$ cat config.mk
export PLATFORM = sky130hd
export DESIGN_NAME = serial_addsub
export DESIGN_NICKNAME = d
export VERILOG_FILES = /design/src/rtl/serial_addsub.sv
export SDC_FILE = /design/constraint.sdc
export NUM_CORES = 1
export LEC_CHECK = 0
export ABC_AREA = 1
export ABC_CLOCK_PERIOD_IN_PS = 1600
export CORE_ASPECT_RATIO = 0.75
export CORE_MARGIN = 1
export CORE_UTILIZATION = 45
export DETAILED_ROUTE_END_ITERATION = 16
export PLACE_DENSITY = 0.72
export REMOVE_ABC_BUFFERS = 1
export SLEW_MARGIN = 20
export SYNTH_ARGS = -nofsm -noshare
export SYNTH_HDL_FRONTEND = slang
export SYNTH_SLANG_ARGS = --single-unit
$ cat constraint.sdc
create_clock -name clk -period 1.6 [get_ports clk]
set_clock_uncertainty 0.2 [all_clocks]
set_input_delay 0.32 -clock clk [delete_from_list [all_inputs] [get_ports clk]]
set_output_delay 0.32 -clock clk [all_outputs]
set_load 0.01 [all_outputs]
$ cat src/rtl/serial_addsub.sv
// Bit-serial adder/subtractor. Two WIDTH-bit operands are latched on start and
// consumed one bit per clock, LSB first, through a single full-adder cell made
// of two half-adder stages and a carry flop. Results appear with a done pulse.
module serial_addsub #(
    parameter int unsigned WIDTH = 8
) (
    input  logic             clk,
    input  logic             rst_n,
    input  logic             start,
    input  logic             sub,
    input  logic [WIDTH-1:0] a,
    input  logic [WIDTH-1:0] b,
    output logic [WIDTH-1:0] sum,
    output logic             cout,
    output logic             ovf,
    output logic             busy,
    output logic             done
);

    localparam int unsigned CntW = $clog2(WIDTH);
    localparam logic [CntW-1:0] CntLast = CntW'(WIDTH - 1);

    typedef enum logic [1:0] {
        StIdle,
        StRun,
        StDone
    } state_e;

    state_e state_q, state_d;

    logic [WIDTH-1:0] opa_q, opa_d;
    logic [WIDTH-1:0] opb_q, opb_d;
    logic             carry_q, carry_d;
    logic [CntW-1:0]  cnt_q, cnt_d;
    // Holds the WIDTH-1 low result bits; the MSB joins them on the final edge.
    logic [WIDTH-2:0] res_q, res_d;
    logic [WIDTH-1:0] sum_q, sum_d;
    logic             cout_q, cout_d;
    logic             ovf_q, ovf_d;
    logic             busy_q, busy_d;
    logic             done_q, done_d;

    logic             ha1_s, ha1_c, ha2_c;
    logic             fa_sum, fa_carry;
    logic [WIDTH-1:0] shifted;

    // Full-adder cell from two half-adder stages on the current LSBs.
    always_comb begin
        ha1_s    = opa_q[0] ^ opb_q[0];
        ha1_c    = opa_q[0] & opb_q[0];
        fa_sum   = ha1_s ^ carry_q;
        ha2_c    = ha1_s & carry_q;
        fa_carry = ha1_c | ha2_c;
        shifted  = {fa_sum, res_q};
    end

    // Next-state logic: accept, shift one bit per clock, publish on the last bit.
    always_comb begin
        state_d = state_q;
        opa_d   = opa_q;
        opb_d   = opb_q;
        carry_d = carry_q;
        cnt_d   = cnt_q;
        res_d   = res_q;
        sum_d   = sum_q;
        cout_d  = cout_q;
        ovf_d   = ovf_q;
        busy_d  = busy_q;
        done_d  = 1'b0;

        unique case (state_q)
            StIdle, StDone: begin
                state_d = StIdle;
                busy_d  = 1'b0;
                if (start) begin
                    state_d = StRun;
                    opa_d   = a;
                    // Subtraction as a + ~b + 1: invert B, carry-in of one.
                    opb_d   = sub ? ~b : b;
                    carry_d = sub;
                    cnt_d   = '0;
                    busy_d  = 1'b1;
                end
            end
            StRun: begin
                opa_d   = opa_q >> 1;
                opb_d   = opb_q >> 1;
                carry_d = fa_carry;
                res_d   = shifted[WIDTH-1:1];
                cnt_d   = cnt_q + CntW'(1);
                if (cnt_q == CntLast) begin
                    state_d = StDone;
                    busy_d  = 1'b0;
                    done_d  = 1'b1;
                    sum_d   = shifted;
                    cout_d  = fa_carry;
                    // Carry into the MSB differs from carry out => signed overflow.
                    ovf_d   = carry_q ^ fa_carry;
                    cnt_d   = '0;
                end
            end
            default: state_d = StIdle;
        endcase
    end

    // State and registered outputs; reset aborts any operation in flight.
    always_ff @(posedge clk or negedge rst_n) begin
        if (!rst_n) begin
            state_q <= StIdle;
            opa_q   <= '0;
            opb_q   <= '0;
            carry_q <= 1'b0;
            cnt_q   <= '0;
            res_q   <= '0;
            sum_q   <= '0;
            cout_q  <= 1'b0;
            ovf_q   <= 1'b0;
            busy_q  <= 1'b0;
            done_q  <= 1'b0;
        end else begin
            state_q <= state_d;
            opa_q   <= opa_d;
            opb_q   <= opb_d;
            carry_q <= carry_d;
            cnt_q   <= cnt_d;
            res_q   <= res_d;
            sum_q   <= sum_d;
            cout_q  <= cout_d;
            ovf_q   <= ovf_d;
            busy_q  <= busy_d;
            done_q  <= done_d;
        end
    end

    assign sum  = sum_q;
    assign cout = cout_q;
    assign ovf  = ovf_q;
    assign busy = busy_q;
    assign done = done_q;

endmodule

**Yosys cells after proc, flatten, opt, wreduce, memory -nomap -nowiden**

Index checks and enable logic that the tools add are counted.

- $add $sub $neg: 1
- Equal/unequal tests: 5
- Multiplexer cells: 18
- Bitwise operators: 7
- Reduce and logical (&&, ||, !) cells: 6

Operators by type and width:

| cell | count |
|---|---|
| one-hot mux 8 bit (2 select lines) | 2 |
| two-way mux 8 bit | 3 |
| NOT 8 bit | 1 |
| two-way mux 1 bit | 6 |
| two-way mux 3 bit | 2 |
| one-hot mux 3 bit (2 select lines) | 1 |
| AND reduction 2 bit | 3 |
| != test 2 bit, second input constant | 2 |
| one-hot mux 1 bit (2 select lines) | 2 |
| one-hot mux 2 bit (2 select lines) | 1 |
| adder 3 x 1 -> 3 bit, second input constant | 1 |
| == test 3 bit, second input constant | 1 |
| bitwise XOR 1 bit | 3 |
| AND 1 bit | 2 |
| == test 2 x 1 -> 1 bit, second input constant | 1 |
| == test 2 bit, second input constant | 1 |
| zero test 2 bit | 1 |
| two-way mux 2 bit | 1 |
| nonzero test 2 bit | 1 |
| OR reduction 2 bit | 1 |
| OR 1 bit | 1 |

- Register bits: 41
- Bits of input ports: 20
- Logic and storage cells: 48

**Depth between registers and ports, before layout**

Gate-level depths: netlist (run 1).

- Depth after elaboration: 4
- Mapped depth: 7
- Mapped depth without buffers: 6

**Worst setup path before layout (run 1)**

OpenSTA, ideal clock, no wires.

- Path type: register -> register
- Start: reg cnt_q[0]
- End: reg cout_q, in the netlist cout
- Setup time: 0.117 ns
- Arrival: 1.179 ns
- Required time: 1.283 ns
- Path slack: 0.104 ns
- Cell stages (with the launch flop): 8
- Buffers on the path: 1
- Period minus slack after synthesis: 1.496 ns
- Cell sequence: dfrtp_1 -> ha_1 -> ha_1 -> inv_1 -> nor2_2 -> buf_2 -> nand2_1 -> nand2_1

- Longest elaborated chain between the ends: 2

RTL lines:

| element | line | text |
|---|---|---|
| start: declaration | 34 | `logic [CntW-1:0] cnt_q, cnt_d;` |
| start signal: assignment | 125 | `cnt_q <= cnt_d;` |
| == test 3 bit | 91 | `if (cnt_q == CntLast) begin` |
| AND reduction 2 bit (no line) | -- |  |
| end signal: assignment | 128 | `cout_q <= cout_d;` |
| end: declaration | 38 | `logic cout_q, cout_d;` |

No other way between the ends.
A chain may end at the register's enable or synchronous reset.

**Worst setup path after layout (run 1)**

- Start: reg cnt_q[0]
- End: reg ovf_q, in the netlist ovf

- Longest elaborated chain between the ends: 2

RTL lines:

| element | line | text |
|---|---|---|
| == test 3 bit | 91 |  |
| AND reduction 2 bit (no line) | -- |  |
| end signal: assignment | 129 | `ovf_q <= ovf_d;` |
| end: declaration | 39 | `logic ovf_q, ovf_d;` |

No other way between the ends.

==> flow_summary.toml, run 1 <==
[cells_and_area]
drive_gt1_share_pct = 11.5
nFillCells = 356
multi_input_area_um2 = 724
syn_to_final_growth_pct = 30.2
utilization_pct = 63.9
final_cell_mix = "nand2_1 (100), dfrtp_1 (41), nand3_1 (39)"
regArea_mm2 = 0.00103
n_antenna_cell = 0
final_common_cell = "nand2_1"
final_cell_count_no_fill = 330
nNetsFinal = 300

[timing]
worst_slew_pin_slew_ns = 0.397
setup_viol = 0
hold_viol = 0
fin_crit_sh_pct = 95.6
rsz0062_at_grt = "no"
max-slew-margin-rel_pct = 73.5
fin_crit_ns = 1.53
slew_violations = 0
max_freq_ghz = 0.654

[clock_tree]
cts_buffers = 5
clk_path_buf_depth = 2
cts_tree = "built"
cts_sinks = 41
clk_pin_slew_worst_paths_ns = 0.09
postCtsSetupBuffers = 0
cts-root-buf = "clkbuf_8"
cts.htree.levels = 2
clock_latency_ns = 0.29

[drt]
wl_per_cell_um = 11.1
vias = 1545
viasPerCell = 4.68
drt-total-wl_mm = 3.65
first_pass_iters = 4
drt_iter0_markers = 147
ant_nets = 0
drc_errors = 0

[global_route]
antenna_found_initial = 0
grt_pass1_vias = 1495
grt-ovfl-total = 0
grt_pass1_wl_mm = 6.61
grt_max_degree = 26
grt.total_usage_pct = 19.3

[critical_path]
end_kind = "flop"
arrival_ns = 1.55
r2r_start = "cnt_q[0]$_DFFE_PN0P_"
cp_max_fo = 10
critPathRequiredTime_ns = 1.62
critPathLaunchType = "flop"
criticalPathCategory = "reg -> reg"
cp-startpoint = "cnt_q[0]$_DFFE_PN0P_"

[floorplan]
die_h_um = 58.0
die_w_um = 76.6
pin_count = 32
dieArea_mm2 = 0.00444
start_util_pct = 49.1
core_area_mm2 = 0.00383
placementRows = 19

[logic_synthesis]
syn_avg_cell_area_um2 = 8.10
synthMuxAreaShare_pct = 0
synth_xor_area_share_pct = 0.466
synthSimpleGateAreaFrac_pct = 33.3
ys_seq_area_share_pct = 54.6
syn_area_mm2 = 0.00188
ys_warn_count = 0
ys_types = 17
ys_ff_latch = 41
synth-compound-area-share_pct = 2.13
synthCells = 232
synth_top_family_by_area = "simple AND/OR/NAND/NOR gates"
synthAdderAreaFrac_pct = 2.40

[placement]
gp_congestion = 0.801
dp_cells = 321
hpwl_mm = 2.67
portBuffers = 31

[worst_hold_path]
min-delay-start = "sum[7]$_DFFE_PN0P_"
min_path_type = "reg -> reg"

[power]
p_per_area_mw_per_mm2 = 1760
ir_drop_mv = 0.779
power.leakage_nw = 1.32

[run_status]
status = "finished clean"

[job]
cap_violations = 0
-- per-stage QoR --
step | area (µm²) | hold WS (ns) | power, mW | TNS [ns] | setup slack [ns]
floorplan | 1840 | -0.176 | 2.80 | 0 | 0.110
global placement | 2330 | 0.0635 | 3.53 | -0.445 | -0.0537
detailed placement | 2330 | 0.0647 | 3.60 | -1.16 | -0.108
CTS | 2450 | 0.275 | 4.35 | 0 | 0.0608
global route | 2450 | 0.293 | 4.68 | 0 | 0.000323
finish | 2450 | 0.267 | 4.31 | 0 | 0.0705
-- worst paths after layout --
check | slack [ns] | depth (start not counted) | end
setup / recovery | 0.07 | 6 | ovf$_DFFE_PN0P_
max in group asynchronous | 0.46 | 3 | opb_q[2]$_DFFE_PN0P_
hold / removal | 0.27 | 2 | sum[7]$_DFFE_PN0P_
setup reg to reg | 0.07 | 6 | ovf$_DFFE_PN0P_
hold reg to reg | 0.27 | 2 | sum[7]$_DFFE_PN0P_
min in group asynchronous | 0.28 | 2 | sum[6]$_DFFE_PN0P_
-- Yosys cell counts (all sizes together) --
cell | n | area, µm²
inv | 25 | 93.8
o21ai | 8 | 40.0
nand2 | 103 | 404
nor2 | 4 | 20.0
fa | 1 | 20.0
dfrtp | 41 | 1030
clkbuf | 1 | 3.75
xor2 | 1 | 8.76
or2 | 1 | 6.26
buf | 6 | 36.3
nand3 | 39 | 195
ha | 2 | 25.0
-- final cells by class --
type,count,area share (%)
clock buffer,5,2.81
clock inverter,3,1.89
inverter,25,3.83
multi-input combinational,159,29.6
sequential,41,41.9
tap,52,2.66
timing repair buffer,45,17.3
-- sequential cells by signal (all words and copies together) (netlist names) --
name     count
opa_q        8
opb_q        8
sum          8
res_q        7
cnt_q        3
state_q      2
busy         1
carry_q      1
cout         1
done         1
ovf          1
-- where the power goes --
part | switching [mW] | internal (mW)
clock network | 0.354 | 0.467
logic | 0.975 | 0.740
registers | 0.270 | 1.50
-- routing by layer --
| layer | share of wire [%] | GRT usage, % | routed length (µm) | vias up |
|---|---|---|---|---|
| li1 | - | - | - | 807 |
| met1 | 50 | 25.6 | 1830 | 705 |
| met2 | 45 | 32.0 | 1650 | 31 |
| met3 | 3.4 | 3.78 | 125 | 2 |
| met4 | 1.1 | 7.42 | 42 | 0 |
| met5 | 0 | 0 | 0 | - |
-- cell families after synthesis --
logic type,Yosys count
AND/OR/NAND/NOR,147
flip-flops,41
buffers and inverters,32
AO/OA/AOI/OAI,8
adder cells (fa/ha/maj),3
XOR/XNOR,1
-- worst max-delay path: stages, from the launching register on --
cell and delay, ns:
dfrtp_1 0.39, ha_1 0.21, ha_1 0.20, buf_4 0.15, nand2_2 0.17, nand2_1 0.07
nand2_1 0.07
-- repair_timing --
item | in CTS | in global routing
endpoints found under the hold margin | 16 | 0
setup endpoints to repair | 15 | 0
resized for setup | 13 | 0
hold buffers | 1 | 0
Power figures use the tool's default switching activity.
==> run 2: changes to the inputs <==
--- a/config.mk
+++ b/config.mk
@@ -10,10 +10,10 @@
 export CORE_ASPECT_RATIO = 0.75
 export CORE_MARGIN = 1
 export CORE_UTILIZATION = 45
+export CTS_BUF_LIST = sky130_fd_sc_hd__clkbuf_2
 export DETAILED_ROUTE_END_ITERATION = 16
 export PLACE_DENSITY = 0.72
 export REMOVE_ABC_BUFFERS = 1
-export SLEW_MARGIN = 20
 export SYNTH_ARGS = -nofsm -noshare
 export SYNTH_HDL_FRONTEND = slang
 export SYNTH_SLANG_ARGS = --single-unit
==> run 2 against run 1 <==
Compared with the run above:
- clock power fell by 24%
- die area unchanged
- sequential power barely moved
- wire length is 1.6% higher
- critical path type unchanged
- largest power group unchanged
==> flow_summary.toml, run 2 (synthesis results as in run 1) <==
[clock_tree]
cts_buffers = 5
cts_sinks = 41
clk_pin_slew_worst_paths_ns = 0.23
cts_tree = "built"
clk_path_buf_depth = 2
clock_latency_ns = 0.42
cts.htree.levels = 2
cts-root-buf = "clkbuf_2"

[cells_and_area]
final_cell_count_no_fill = 334
final_common_cell = "nand2_1"
final_cell_mix = "nand2_1 (100), dfrtp_1 (41), nand3_1 (39)"
nNetsFinal = 304
drive_gt1_share_pct = 17.0
syn_to_final_growth_pct = 27.4
n_antenna_cell = 0

[drt]
wl_per_cell_um = 11.1
ant_nets = 0
viasPerCell = 4.80
drt_iter0_markers = 178
drc_errors = 0
drt-total-wl_mm = 3.71
vias = 1602
first_pass_iters = 4

[floorplan]
dieArea_mm2 = 0.00444
die_h_um = 58.0
placementRows = 19
core_area_mm2 = 0.00383
start_util_pct = 49.1
die_w_um = 76.6
pin_count = 32

[power]
power.leakage_nw = 1.31
power_frac_seq_pct = 42.6
p_per_area_mw_per_mm2 = 1730
switchingPower_mw = 1.62
p_sw_share_pct = 39.1
power_frac_comb_pct = 42.5
internal-power_mw = 2.52
power_frac_clock_pct = 14.9
ir_drop_mv = 0.712

[timing]
slew_violations = 0
fin_crit_ns = 1.53
worst_slew_pin_slew_ns = 0.405
rsz0062_at_grt = "no"
max_freq_ghz = 0.652
max-slew-margin-rel_pct = 73.0
fin_crit_sh_pct = 95.9
hold_ws_ns = 0.107
hold_viol = 0
tns_ns = 0
setup_viol = 0

[critical_path]
critPathRequiredTime_ns = 1.75
critPathLaunchType = "flop"
r2r_start = "cnt_q[0]$_DFFE_PN0P_"
cp_max_fo = 2
r2r_cells = 6
regToRegSetupSlack_ns = 0.07
r2r_end = "cnt_q[1]$_DFFE_PN0P_"
arrival_ns = 1.69
criticalPathCategory = "reg -> reg"
end_kind = "flop"

[global_route]
grt-ovfl-total = 0
grt.total_usage_pct = 19.7
grt_max_degree = 26
antenna_found_initial = 0
grt_pass1_vias = 1518
grt_pass1_wl_mm = 6.71

[run_status]
status = "finished clean"

[placement]
hpwl_mm = 2.67
dp_cells = 321
gp_congestion = 0.801
portBuffers = 31

[job]
cap_violations = 0

[worst_hold_path]
min_path_type = "in -> async"
run 2: cell types whose count changed in the layout (fill, tap and decap cells not counted):
cell | previous run | this run
buf_4 | 11 | 15
clkbuf_2 | 0 | 10
clkbuf_8 | 5 | 0
dlygate4sd2_1 | 12 | 0
buf_2 | 1 | 8
nand2_2 | 1 | 0
nand2_4 | 2 | 3
run 2: stage by stage:
stage	cell area [µm²]	setup WS [ns]	power, mW	util (%)
5_1_grt	2390	0.00101	4.52	62.5
4_1_cts	2410	0.000267	4.19	62.9
3_5_place_dp	2330	-0.108	3.60	60.9
3_3_place_gp	2330	-0.0537	3.53	60.9
2_1_floorplan	1840	0.110	2.80	-
6_report	2390	0.0652	4.15	62.5
run 2: per-layer routing:
metal  wire length, µm  vias up  part of all wire (%)  track usage, %
met2              1650       51                    44            31.8
met5                 0        -                     0               0
met4                62        0                   1.7            8.24
li1                  -      815                     -               -
met3               216        5                   5.8            4.25
met1              1790      731                    48            26.4
run 2: worst max path at each step:
stage | cells past startpoint | startpoint | slack, ns | end
after floorplan | 5 | state_q[0]$_DFFE_PN0P_ | 0.11 | ovf$_DFFE_PN0P_
after CTS | 1 | ovf$_DFFE_PN0P_ | 0.0003 | ovf
final | 6 | cnt_q[0]$_DFFE_PN0P_ | 0.07 | cnt_q[1]$_DFFE_PN0P_
after global routing | 5 | cnt_q[0]$_DFFE_PN0P_ | 0.001 | busy$_DFFE_PN0P_
after detailed placement | 5 | sub | -0.11 | opb_q[6]$_DFFE_PN0P_
after global placement | 5 | sub | -0.05 | opb_q[3]$_DFFE_PN0P_
run 2: area by class of cell:
type,instances,area (µm²)
clock buffer,5,25.0
timing repair buffer,49,408
sequential,41,1030
tap,52,65.1
fill,356,1430
clock inverter,3,46.3
inverter,25,93.8
multi-input combinational,159,729
run 2: worst max-delay path: stages, from the launching register on:
cell and delay [ns]:
dfrtp_1 0.43, ha_1 0.21, ha_1 0.20, inv_1 0.12
buf_4 0.13, nand3_1 0.08, nand2_1 0.08
run 2: what timing repair did:
action	in CTS	in global routing
pin swaps	0	1
resized for setup	39	6
endpoints found under the setup margin	23	14
buffers inserted	3	1
gates cloned	0	0
hold buffers	1	0
endpoints found under the hold margin	41	0
run 2: power groups by stage:
stage	Combinational (mW)	Clock [mW]	Sequential, mW
after floorplan	0.975	0	1.83
after global routing	2.02	0.685	1.82
final	1.76	0.620	1.77
after global placement	1.75	0	1.78
after CTS	1.78	0.642	1.77
after detailed placement	1.81	0	1.80
